File: config.mk
export PLATFORM = sky130hd
export DESIGN_NAME = derived_clk_gen
export DESIGN_NICKNAME = d
export VERILOG_FILES = /design/src/rtl/derived_clk_gen.sv
export SDC_FILE = /design/constraint.sdc
export NUM_CORES = 1
export LEC_CHECK = 0
export ABC_AREA = 0
export BUFFER_PORTS_ARGS = -buffer_cell sky130_fd_sc_hd__buf_2
export CAP_MARGIN = 25
export CORE_MARGIN = 3
export CORE_UTILIZATION = 57
export CTS_CLUSTER_SIZE = 12
export DETAILED_ROUTE_END_ITERATION = 6
export PLACE_DENSITY = 0.8
export SLEW_MARGIN = 10
export SYNTH_ARGS = -nofsm -noshare
export SYNTH_HDL_FRONTEND = slang
export SYNTH_SLANG_ARGS = --single-unit
File: constraint.sdc
create_clock -name clk -period 3.95 [get_ports clk]
set_clock_uncertainty 0.15 [all_clocks]
set_input_delay 0.5925 -clock clk [delete_from_list [all_inputs] [get_ports clk]]
set_output_delay 0.5925 -clock clk [all_outputs]
set_load 0.05 [all_outputs]
File: src/rtl/derived_clk_gen.sv
// Derived clock generator: divides clk by a programmable half-period, counts
// rising edges of the derived clock and stops after a programmable edge count.
module derived_clk_gen #(
  parameter int DIV_W = 8,
  parameter int CNT_W = 8
) (
  input  logic             clk,
  input  logic             rst_n,
  input  logic             start,
  input  logic             stop,
  input  logic [DIV_W-1:0] div,
  input  logic [CNT_W-1:0] edge_limit,
  output logic             other_clk,
  output logic             rise_pulse,
  output logic [CNT_W-1:0] edge_cnt,
  output logic             busy,
  output logic             done
);

  typedef enum logic [1:0] {
    S_IDLE,
    S_RUN,
    S_DONE
  } state_t;

  state_t           r_state;
  logic [DIV_W-1:0] r_phase;
  logic [DIV_W-1:0] r_div_q;
  logic [CNT_W-1:0] r_lim_q;
  logic [CNT_W-1:0] r_cnt;
  logic             r_other_clk;
  logic             r_rise;

  logic [DIV_W-1:0] w_div_eff;
  logic             w_last;
  logic [CNT_W-1:0] w_cnt_nxt;

  assign w_div_eff = (div == '0) ? DIV_W'(1) : div;
  assign w_last    = (r_phase == r_div_q - DIV_W'(1));
  assign w_cnt_nxt = r_cnt + CNT_W'(1);

  always_ff @(posedge clk or negedge rst_n) begin
    if (!rst_n) begin
      r_state     <= S_IDLE;
      r_phase     <= '0;
      r_div_q     <= DIV_W'(1);
      r_lim_q     <= '0;
      r_cnt       <= '0;
      r_other_clk <= 1'b0;
      r_rise      <= 1'b0;
    end else begin
      r_rise <= 1'b0;
      case (r_state)
        S_IDLE, S_DONE: begin
          r_other_clk <= 1'b0;
          r_phase     <= '0;
          if (stop) begin
            r_state <= S_IDLE;
          end else if (start) begin
            r_state <= S_RUN;
            r_div_q <= w_div_eff;
            r_lim_q <= edge_limit;
            r_cnt   <= '0;
          end
        end
        S_RUN: begin
          if (stop) begin
            r_state     <= S_IDLE;
            r_other_clk <= 1'b0;
            r_phase     <= '0;
          end else if (w_last) begin
            r_phase     <= '0;
            r_other_clk <= ~r_other_clk;
            // Rising toggle: count it and finish on the same edge at the limit.
            if (!r_other_clk) begin
              r_rise <= 1'b1;
              r_cnt  <= w_cnt_nxt;
              if (r_lim_q != '0 && w_cnt_nxt == r_lim_q) r_state <= S_DONE;
            end
          end else begin
            r_phase <= r_phase + DIV_W'(1);
          end
        end
        default: r_state <= S_IDLE;
      endcase
    end
  end

  assign other_clk  = r_other_clk;
  assign rise_pulse = r_rise;
  assign edge_cnt   = r_cnt;
  assign busy       = (r_state == S_RUN);
  assign done       = (r_state == S_DONE);

endmodule

==> Word level (Yosys, flattened, before mapping) <==
Index checks and enable logic that the tools add are counted.
{ "op_classes": {"add_sub_neg": 3, "eq_ne": 13, "mux": 24, "bitwise": 2, "n_reduce_logical": 10} }
{ "op_table": {"columns": ["cell", "count"], "rows": [
  ["$mux W8", 8],
  ["$pmux W8 S2", 2],
  ["$add A8 B1 Y8 const B", 2],
  ["$eq A8 B8 Y1", 2],
  ["$mux W2", 6],
  ["$logic_not A8 Y1", 1],
  ["$ne A2 B2 Y1 const B", 4],
  ["$reduce_bool A8 Y1", 1],
  ["$sub A8 B1 Y8 const B", 1],
  ["$mux W1", 6],
  ["$ne A3 B2 Y1 const B", 2],
  ["$ne A3 B3 Y1 const B", 2],
  ["$reduce_and A6 Y1", 1],
  ["$pmux W2 S2", 1],
  ["$reduce_and A4 Y1", 1],
  ["$reduce_and A3 Y1", 1],
  ["$eq A2 B1 Y1 const B", 1],
  ["$eq A2 B2 Y1 const B", 1],
  ["$logic_not A2 Y1", 1],
  ["$ne A2 B1 Y1 const B", 1],
  ["$not A1 Y1", 2],
  ["$pmux W1 S2", 1],
  ["$reduce_and A2 Y1", 1],
  ["$reduce_bool A2 Y1", 1],
  ["other kinds (2)", 2]
]} }
{ "word_totals": {"register_bits": 36, "in_bits": 20, "output_inout_bits": 12, "elab_cells": 59} }

==> Longest topological paths before layout <==
Gate-level depths: netlist of the first run.
{ "depth": {"ltp_word": 8, "depth_mapped": 10, "mapped_depth_nobuf": 9} }

==> Worst setup path before layout of the first run <==
No wires, ideal clock.
{ "synth_path": {"path_kind": "flip-flop to flip-flop", "from": "register r_div_q[0]", "to": "register r_cnt[5], in the netlist edge_cnt[5]", "setup_ps": 101, "arrival_ps": 2538, "setup_slack_ps": 1160, "path_stages_with_launch": 10, "path_cell_list": "dfstp_2 > inv_1 > ha_1 > or3b_1 > or4_4 > a2111oi_4 > o211ai_2 > or2_1 > buf_6 > o311ai_2"} }
{ "synth_between": {"elab_chain_len": 4} }
{ "synth_lines": {"columns": ["element", "line_no", "text"], "rows": [
  ["from (decl)", "28", "logic [DIV_W-1:0] r_div_q;"],
  ["from (signal assigned)", "61", "r_div_q <= w_div_eff;"],
  ["$sub A8 B1 Y8", "39", "assign w_last = (r_phase == r_div_q - DIV_W'(1));"],
  ["$eq A8 B8 Y1", "39", null],
  ["$ne A2 B1 Y1 (no source line)", null, null],
  ["$reduce_and A6 Y1 (no source line)", null, null],
  ["to (signal assigned)", "77", "r_cnt <= w_cnt_nxt;"],
  ["to (decl)", "30", "logic [CNT_W-1:0] r_cnt;"]
]} }
Every way passes these cells.
A chain may end at the register's enable or synchronous reset.

==> Worst setup path in the final report of the first run <==
{ "layout_path": {"from": "register r_div_q[1]", "to": "register r_cnt[7], in the netlist edge_cnt[7]"} }
The elaborated chain is that of the path after synthesis.

==> results by group, run 1 <==
Outcome
  – Status: finished, final reports clean

Timing
  – Fin. Hold Viols: 0
  – Post-route setup TNS: 0 ps
  – Slew Limit Headroom: 46.4%
  – Fin Hold WS: 236 ps
  – Worst slew pin tran: 805 ps
  – Tcrit/Tclk final: 80.0%
  – Fmax: 0.317 GHz
  – Post-route minimum period: 3160 ps
  – Max-slew violations: 0
  – Final setup viols: 0
  – RSZ-0062 raised after global routing: false

Synthesis
  – Count leader, synth: nand2_1
  – Yosys cell types: 51
  – Largest family of logic cells by synthesized area: simple AND/OR/NAND/NOR gates
  – Mapped Nets: 265
  – Yosys warnings: 0
  – Compound-Gate Fraction of Synth Area: 15.9%
  – Post-synthesis sequential area ratio: 42.2%
  – Post-synth EDFFs: 0
  – Commonest cells post-synth: 56 x nand2_1, 35 x dfrtp_1, 14 x xnor2_1
  – Cells after Synth: 242
  – Simple-gate share of the synthesized area: 25.9%
  – Synth area leader: dfrtp_1
  – Dominant cells by area after synthesis: dfrtp_1 41%, nand2_1 9.8%, xnor2_1 5.7%, xor2_1 3.3%, nand3_1 2.6%
  – Post-Syn Area: 2140 µm²
  – FF+latch count, synth: 36
  – Mux contribution to synthesized area: 0.936%
  – Syn avg cell area: 8.84 µm²
  – Ys flop type: dfrtp_1
  – Synth Area in XOR/XNOR: 9.01%
  – Post-synthesis adder-cell area fraction: 1.76%
  – Synth top area share: 41.0%
  – Asr flop ratio synth: 100%

Die
  – Row cnt: 21
  – Die ar.: 4520 µm²
  – Die Y: 67.3 µm
  – Starting Density: 61.7%
  – Chip width: 67.3 µm
  – Io pins: 32
  – Core Area: 3470 µm²

Global route
  – First-pass GRT wire length: 7520 µm
  – Largest net degree at the start of global routing: 37
  – Vias in the first global route: 1,565
  – Initial antenna violation count: 0
  – GRT Util Overall: 22.2%
  – GRT overflow: 0

Route
  – Vias/cell: 5.74
  – Drt first pass iters: 4
  – Routed WL per cell: 15.0 µm
  – Antenna-violating nets left: 0
  – Via count: 1,813
  – Total routed wirelength: 4750 µm
  – Detailed Route Iter0 Violations: 132
  – DRC Markers: 0

Power
  – Net Sw Frac: 44.0%
  – Pwr dens: 673 nW/µm²
  – Comb pwr share: 42.4%
  – Power, Total: 1.61 mW
  – P_leak: 1.04 nW
  – Seq pwr share: 40.6%
  – Sw power: 708 µW
  – Internal power: 902 µW
  – Worst VDD drop: 0.452 mV
  – Clock power frac: 17.0%

Placement
  – Routability cong.: 0.919
  – DPL Wire Length: 3390 µm
  – Port Buf Inserts: 31
  – Placed insts: 308

Setup path
  – Startpoint Class: flip-flop
  – Critical Path Fanout Max: 14
  – CP required: 4000 ps
  – CP Class: reg -> reg
  – CP Capture Type: flip-flop
  – CP arrival: 3210 ps

CTS
  – Skew-Pair Late Insertion Delay: 290 ps
  – CTS tree: done
  – PostCTS Resize Cnt: 0
  – Clock-pin slew of the registers on the worst-case setup and hold paths: 70 ps
  – CTS buffer count: 5
  – Maximum root-to-sink buffer count: 2
  – H-tree Lvls: 2
  – # Post-CTS Setup Buffers: 0
  – # hold bufs at CTS: 0
  – Root buf cell: clkbuf_8
  – Clk sinks: 36

Job
  – MaxCap Viol Count: 0

Cells and area
  – Register area: 902 µm²
  – Layout cells sized above 1: 17.4%
  – Non-Filler Instances: 316
  – Area grow syn2layout: 11.8%
  – Total Nets Final: 292
  – # diodes: 0
  – Fillers: 294
  – Multi-input logic area: 1140 µm²

Min path
  – Hold WC Path Type: in -> async
## layout make-up
cell class                      instances  share of cell area [%]
Clock buffer                            8                    3.77
Inverter                               11                    1.73
Multi-Input combinational cell        184                    47.9
Sequential cell                        36                    37.7
Tap cell                               46                    2.41
Timing Repair Buffer                   31                    6.49
## layout by cell type (no fill, tap or decap), types with 2 or more instances in the layout
cell      instances
o211ai_1          5
and2_1            4
nor4_1            8
o221ai_1          2
o21bai_1          2
o311ai_2          3
xnor2_1          14
dfrtp_1          35
nand2b_1          3
nand4_1           2
buf_2            31
nor3_1            7
o21ai_0           7
a31oi_1           3
nor2_1           10
inv_1             9
nand3_1          11
or3b_2            2
clkbuf_1          2
mux2i_1           2
nand2_1          56
o22ai_1           2
ha_1              3
a211oi_1          2
a21oi_1           6
xor2_1            8
clkbuf_8          6
or4_1             2
## worst max-delay path, stage by stage (launching register included)
cell       delay (ps)
dfrtp_1           400
inv_1              80
ha_1              200
or3b_1            410
or4_4             450
a2111oi_4         370
o211ai_2          310
or2_1             420
o311ai_2          280
## routing by layer
layer	routed length (µm)	GRT usage [%]
met1	2300	32.4
met5	0	0
met2	2050	30.9
met3	335	7.32
met4	75	7.09
## power by group through the flow
| stage | logic (mW) | registers (mW) | clock network (mW) |
|---|---|---|---|
| floorplan | 0.491 | 0.690 | 0 |
| CTS | 0.687 | 0.650 | 0.276 |
| global route | 0.755 | 0.672 | 0.288 |
| global placement | 0.669 | 0.648 | 0 |
| detailed placement | 0.681 | 0.657 | 0 |
| finish | 0.683 | 0.654 | 0.273 |
## stage by stage
stage          utilization [%]  setup WS (ps)  cell area (µm²)
2_1_floorplan                -           1160             2140
3_3_place_gp              66.3            921             2300
3_5_place_dp              66.3            787             2300
4_1_cts                   68.9            784             2390
5_1_grt                   68.9            610             2390
6_report                  68.9            791             2390
## final timing paths
check	cells past startpoint	startpoint	slack (ps)	endpoint
min in group clk	3	edge_limit[7]	340	r_lim_q[7]
max reg2reg	8	r_div_q[1]	790	edge_cnt[7]
min reg2reg	2	r_div_q[7]	360	r_div_q[7]
min	1	rst_n	240	edge_cnt[2]
max in group asynchronous	1	rst_n	2900	r_div_q[5]
max	8	r_div_q[1]	790	edge_cnt[7]
## kinds of logic (layout without fill, tap and decap cells)
family                   count (synthesis)  after routing
flip-flops                              36             36
buffers and inverters                   22             50
adder cells (fa/ha/maj)                  3              3
XOR/XNOR                                22             22
AO/OA/AOI/OAI                           42             42
AND/OR/NAND/NOR                        115            115
multiplexers                             2              2
## flip-flops by register name, summed over array words and instances, names as in the netlist
register    count
other_clk       1
r_phase         8
r_lim_q         8
edge_cnt        8
r_state         2
rise_pulse      1
r_div_q         8
(Power assumes the default switching activity.)
==> run 2, diff against run 1 <==
--- a/config.mk
+++ b/config.mk
@@ -9,10 +9,10 @@
 export BUFFER_PORTS_ARGS = -buffer_cell sky130_fd_sc_hd__buf_2
 export CAP_MARGIN = 25
 export CORE_MARGIN = 3
-export CORE_UTILIZATION = 57
+export CORE_UTILIZATION = 51
 export CTS_CLUSTER_SIZE = 12
 export DETAILED_ROUTE_END_ITERATION = 6
-export PLACE_DENSITY = 0.8
+export PLACE_DENSITY = 0.75
 export SLEW_MARGIN = 10
 export SYNTH_ARGS = -nofsm -noshare
 export SYNTH_HDL_FRONTEND = slang
==> constraint.sdc (replaced) <==
create_clock -name clk -period 2.8 [get_ports clk]
set_clock_uncertainty 0.15 [all_clocks]
set_input_delay 0.42 -clock clk [delete_from_list [all_inputs] [get_ports clk]]
set_output_delay 0.42 -clock clk [all_outputs]
set_load 0.05 [all_outputs]
==> results by group, run 2 (synthesis gave the netlist of run 1 again) <==
Setup path
  – Startpoint Class: flip-flop
  – CP Depth: 9 (+1)
  – WP buf/inv: 2 (+1)
  – Worst path cell trace: inv_2 -> ha_4 -> or3b_4 -> or4_4 -> a2111oi_4 -> o211ai_4 -> buf_6 -> o211ai_1 -> o311ai_4
  – Critical Path Fanout Max: 5 (-9)
  – Crit-path leading delay family: compound AO/OA/AOI/OAI gates
  – Max stage delay on crit path: 430 ps (-20 ps)
  – Reg2Reg Depth: 9 (+1)
  – CP required: 2810 ps (-1190 ps)
  – CP Class: reg -> reg
  – CP Capture Type: flip-flop
  – CP arrival: 2800 ps (-410 ps)
  – Worst path slowest cell: or4_4

Cells and area
  – Total Nets Final: 303 (+3.8%)
  – Commonest non-fill, non-tap cells in the layout: 55 x nand2_1, 35 x dfrtp_1, 32 x buf_2
  – Area grow syn2layout: 19.1%
  – Leading cell type in the layout, fill and taps excluded: nand2_1
  – Layout cells sized above 1: 23.8% (+6.4 points)
  – # diodes: 0 (unchanged)
  – Final Core Density: 66.1% (-2.8 points)
  – Fillers: 342 (+16%)

Global route
  – Initial antenna violation count: 0 (unchanged)
  – First-pass GRT wire length: 8760 µm (+16%)
  – Vias in the first global route: 1,837 (+17%)
  – GRT overflow: 0 (unchanged)
  – GRT Util Overall: 21.6% (-0.66 points)
  – Largest net degree at the start of global routing: 37 (unchanged)

Route
  – Via count: 1,899 (+4.7%)
  – Antenna-violating nets left: 0 (unchanged)
  – Routed WL per cell: 15.6 µm (+3.8%)
  – Total routed wirelength: 5140 µm (+8.1%)
  – Drt first pass iters: 4 (unchanged)
  – DRC Markers: 0 (unchanged)
  – Detailed Route Iter0 Violations: 105 (-20%)
  – Vias/cell: 5.77 (+0.60%)

Timing
  – Slew Limit Headroom: 45.9% (-0.45 points)
  – Fin. Hold Viols: 0 (unchanged)
  – Final setup margin: 12.3 ps (-778 ps)
  – Tcrit/Tclk final: 99.6% (+20 points)
  – Post-route setup TNS: 0 ps (unchanged)
  – Worst slew pin tran: 811 ps (+6.69 ps)
  – Final setup viols: 0 (unchanged)
  – RSZ-0062 raised after global routing: true
  – Max-slew violations: 0 (unchanged)
  – Fmax: 0.359 GHz (+13%)
  – Post-route minimum period: 2790 ps (-372 ps)

Die
  – Core Area: 3850 µm² (+11%)
  – Chip width: 70.8 µm (+5.2%)
  – Starting Density: 55.5% (-6.2 points)
  – Io pins: 32 (unchanged)
  – Die Y: 70.8 µm (+5.2%)
  – Row cnt: 22 (+4.8%)
  – Die ar.: 5010 µm² (+11%)

Placement
  – DPL Wire Length: 3600 µm (+6.0%)
  – Port Buf Inserts: 31 (unchanged)
  – Routability cong.: 0.808 (-12%)
  – Dpl ws: -135 ps (-921 ps)

Job
  – MaxCap Viol Count: 0 (unchanged)

CTS
  – Clk sinks: 36 (unchanged)
  – Root buf cell: clkbuf_8
  – Maximum root-to-sink buffer count: 2 (unchanged)
  – # Post-CTS Setup Buffers: 0 (unchanged)
  – # hold bufs at CTS: 0 (unchanged)
  – CTS buffer count: 5 (unchanged)
  – Skew-Pair Late Insertion Delay: 300 ps (about the same)
  – CTS tree: done
  – H-tree Lvls: 2 (unchanged)
  – Clock-pin slew of the registers on the worst-case setup and hold paths: 80 ps (about the same)

Power
  – Worst VDD drop: 0.723 mV (+60%)
  – Power, Total: 2.52 mW (+57%)
  – Pwr dens: 990 nW/µm² (+47%)
  – P_leak: 1.12 nW (+7.1%)

Outcome
  – Status: finished, final reports clean

Min path
  – Hold WC Path Type: in -> async
[run 2: power by group]
part / leakage (nW) / switching, mW / internal (mW)
logic: 0.603 / 0.661 / 0.495
registers: 0.457 / 0.225 / 0.682
clock network: 0.0552 / 0.194 / 0.264
[run 2: worst paths after layout]
path                               start     endpoint  slack, ps
setup reg to reg              r_div_q[1]  edge_cnt[6]         10
max in group asynchronous          rst_n   r_div_q[4]       1920
hold / removal                     rst_n    other_clk         60
hold reg to reg               r_div_q[7]   r_div_q[7]        370
min in group clk           edge_limit[0]   r_lim_q[0]        160
setup / recovery              r_div_q[1]  edge_cnt[6]         10
[run 2: layout make-up]
class                           instances  area, µm²  share of cell area (%)
Sequential cell                        36        902                    35.4
Timing Repair Buffer                   42        239                    9.38
Clock inverter                          2       35.0                    1.38
Clock buffer                            6       72.6                    2.85
Inverter                               11       41.3                    1.62
Multi-Input combinational cell        184       1200                    47.0
Tap cell                               48       60.1                    2.36
[run 2: worst register-to-register path, stage by stage (launching register included)]
cell and delay, ps:
dfrtp_1 400, inv_2 90, ha_4 130, or3b_4 380, or4_4 430, a2111oi_4 350, o211ai_4 160, buf_6 170
o211ai_1 260, o311ai_4 140
[run 2: per-layer routing]
layer / part of all wire [%] / GRT usage (%)
met5: 0 / 0
met4: 0.97 / 5.43
met3: 4.5 / 4.55
met2: 51 / 36.9
met1: 43 / 27.9
[run 2: per-stage QoR]
stage	instance area [µm²]	std cells	hold slack (ps)
detailed placement	2380	320	358
floorplan	2140	242	-25.6
CTS	2540	329	90.2
global route	2550	329	126
finish	2550	329	58.4
global placement	2380	320	355
[run 2: what timing repair did]
action | 4_1_cts | 5_1_grt
endpoints found under the setup margin | 9 | 16
gates resized for setup | 10 | 4
cloned | 1 | 0
endpoints found under the hold margin | 0 | 0
pin swaps | 5 | 4
==> run 3, diff against run 2 <==
--- a/config.mk
+++ b/config.mk
@@ -13,6 +13,7 @@
 export CTS_CLUSTER_SIZE = 12
 export DETAILED_ROUTE_END_ITERATION = 6
 export PLACE_DENSITY = 0.75
+export RECOVER_POWER = 50
 export SLEW_MARGIN = 10
 export SYNTH_ARGS = -nofsm -noshare
 export SYNTH_HDL_FRONTEND = slang
==> results by group, run 3 (synthesis gave the netlist of run 1 again) <==
Outcome
  – Status: complete, but fails checks
  – Failing checks: max-capacitance violations, max-slew violations

Timing
  – Worst slew pin tran: 1950 ps (+1130 ps)
  – Fmax: 0.359 GHz (unchanged)
  – Max-slew violations: 37 (+37)
  – Fin. Hold Viols: 0 (unchanged)
  – Post-route minimum period: 2790 ps (+0.00310 ps)
  – RSZ-0062 raised after global routing: true
  – Final setup margin: 12.3 ps (-0.00310 ps)
  – Final setup viols: 0 (unchanged)
  – Fin Hold WS: 161 ps (+103 ps)
  – Slew Limit Headroom: -29.7% (-76 points)
  – Tcrit/Tclk final: 99.6% (about the same)

Power
  – P_leak: 1.10 nW (-1.0%)
  – Pwr dens: 991 nW/µm² (+0.13%)
  – Internal power: 1.44 mW (about the same)
  – Net Sw Frac: 42.8% (about the same)
  – Sw power: 1.08 mW (about the same)
  – Power, Total: 2.52 mW (about the same)
  – Clock power frac: 18.2% (about the same)
  – Seq pwr share: 36.0% (about the same)
  – Comb pwr share: 45.9% (about the same)
  – Worst VDD drop: 0.723 mV (about the same)

CTS
  – CTS tree: done
  – # Post-CTS Setup Buffers: 0 (unchanged)
  – CTS buffer count: 5 (unchanged)
  – Maximum root-to-sink buffer count: 2 (unchanged)
  – Skew-Pair Late Insertion Delay: 300 ps (about the same)
  – Root buf cell: clkbuf_8
  – Clk sinks: 36 (unchanged)
  – H-tree Lvls: 2 (unchanged)
  – Clock-pin slew of the registers on the worst-case setup and hold paths: 80 ps (about the same)

Cells and area
  – Commonest non-fill, non-tap cells in the layout: 55 x nand2_1, 35 x dfrtp_1, 29 x buf_2
  – Total Nets Final: 303 (unchanged)
  – Layout cells sized above 1: 22.8% (-1.1 points)
  – Non-Filler Instances: 329 (unchanged)
  – Leading cell type in the layout, fill and taps excluded: nand2_1
  – Final Core Density: 66.0% (-0.097 points)
  – Area grow syn2layout: 19.0%
  – # diodes: 0 (unchanged)

Min path
  – Hold WC Path Type: in -> reg

Route
  – Vias/cell: 5.77 (-0.11%)
  – Total routed wirelength: 5140 µm (about the same)
  – Routed WL per cell: 15.6 µm (about the same)
  – Antenna-violating nets left: 0 (unchanged)
  – Detailed Route Iter0 Violations: 105 (unchanged)
  – Drt first pass iters: 4 (unchanged)
  – DRC Markers: 0 (unchanged)
  – Via count: 1,897 (-0.11%)

Die
  – Row cnt: 22 (unchanged)
  – Starting Density: 55.5% (unchanged)
  – Die Y: 70.8 µm (unchanged)
  – Io pins: 32 (unchanged)
  – Die ar.: 5010 µm² (unchanged)
  – Chip width: 70.8 µm (unchanged)
  – Core Area: 3850 µm² (unchanged)

Setup path
  – Startpoint Class: flip-flop
  – CP Class: reg -> reg
  – Reg2Reg Setup Slack: 10 ps (about the same)
  – CP arrival: 2800 ps (about the same)
  – WP buf/inv: 2 (unchanged)
  – CP required: 2810 ps (about the same)
  – Worst path slowest cell: or4_4
  – CP Capture Type: flip-flop
  – Critical Path Fanout Max: 5 (unchanged)
  – Crit-path leading delay family: compound AO/OA/AOI/OAI gates
  – Worst path cell trace: inv_2 -> ha_4 -> or3b_4 -> or4_4 -> a2111oi_4 -> o211ai_4 -> buf_6 -> o211ai_1 -> o311ai_4
  – Max stage delay on crit path: 430 ps (about the same)

Global route
  – GRT overflow: 0 (unchanged)
  – First-pass GRT wire length: 8760 µm (unchanged)
  – Initial antenna violation count: 0 (unchanged)
  – GRT Util Overall: 21.6% (unchanged)
  – Vias in the first global route: 1,837 (unchanged)
  – Largest net degree at the start of global routing: 37 (unchanged)

Placement
  – DPL Wire Length: 3600 µm (unchanged)
  – Dpl ws: -135 ps (unchanged)
  – Routability cong.: 0.808 (unchanged)
  – Port Buf Inserts: 31 (unchanged)
  – Placed insts: 320 (unchanged)

Job
  – MaxCap Viol Count: 1 (+1)
-- run 3: cell count changes in the layout (fill, tap and decap cells not counted), sizes merged --
cell | previous run | this run
buf | 42 | 39
clkbuf | 6 | 9
-- run 3: final cells by class --
class / count / area, µm²
Timing Repair Buffer: 42 / 235
Multi-Input combinational cell: 184 / 1200
Sequential cell: 36 / 902
Inverter: 11 / 41.3
Clock buffer: 6 / 72.6
Tap cell: 48 / 60.1
Fill cell: 344 / 1310
Clock inverter: 2 / 35.0
-- run 3: power groups by stage --
stage / clock network [mW] / registers, mW / logic, mW
floorplan: 0 / 0.973 / 0.693
global placement: 0 / 0.896 / 1.04
detailed placement: 0 / 0.904 / 1.08
CTS: 0.460 / 0.902 / 1.14
global route: 0.485 / 0.931 / 1.26
finish: 0.458 / 0.907 / 1.16
-- run 3: tightest hold or removal path: cells and delay by family --
| family | cells | cell delay, ps |
|---|---|---|
| and+or+nand+nor | 2 | 80 |
| buffers and inverters | 1 | 70 |
-- run 3: stage by stage --
step           TNS, ps  area [µm²]
6_report             0        2540
3_5_place_dp      -520        2380
2_1_floorplan        0        2140
3_3_place_gp         0        2380
4_1_cts          -9.55        2540
5_1_grt           -249        2540
-- run 3: repair_timing --
action                                  4_1_cts  5_1_grt
cloned                                        1        0
pin swaps                                     5        4
hold buffers                                  0        0
resized for setup                            10        4
endpoints found under the setup margin        9       16
-- run 3: routing by layer --
layer | share of wire, % | vias up | track usage [%] | wire length, µm
met4 | 0.97 | 0 | 5.43 | 50
met3 | 4.4 | 6 | 4.55 | 225
met1 | 44 | 914 | 27.9 | 2240
li1 | - | 928 | - | -
met2 | 51 | 49 | 36.9 | 2630
met5 | 0 | - | 0 | 0
-- run 3: path summary, 6_finish.rpt --
kind | start | end | cells past startpoint
worst max-delay path | r_div_q[1] | edge_cnt[6] | 9
worst min-delay path | edge_limit[0] | r_lim_q[0] | 3
worst max register to register | r_div_q[1] | edge_cnt[6] | 9
worst min register to register | r_div_q[7] | r_div_q[7] | 2
max in group asynchronous | rst_n | r_div_q[4] | 1
min in group asynchronous | rst_n | other_clk | 1
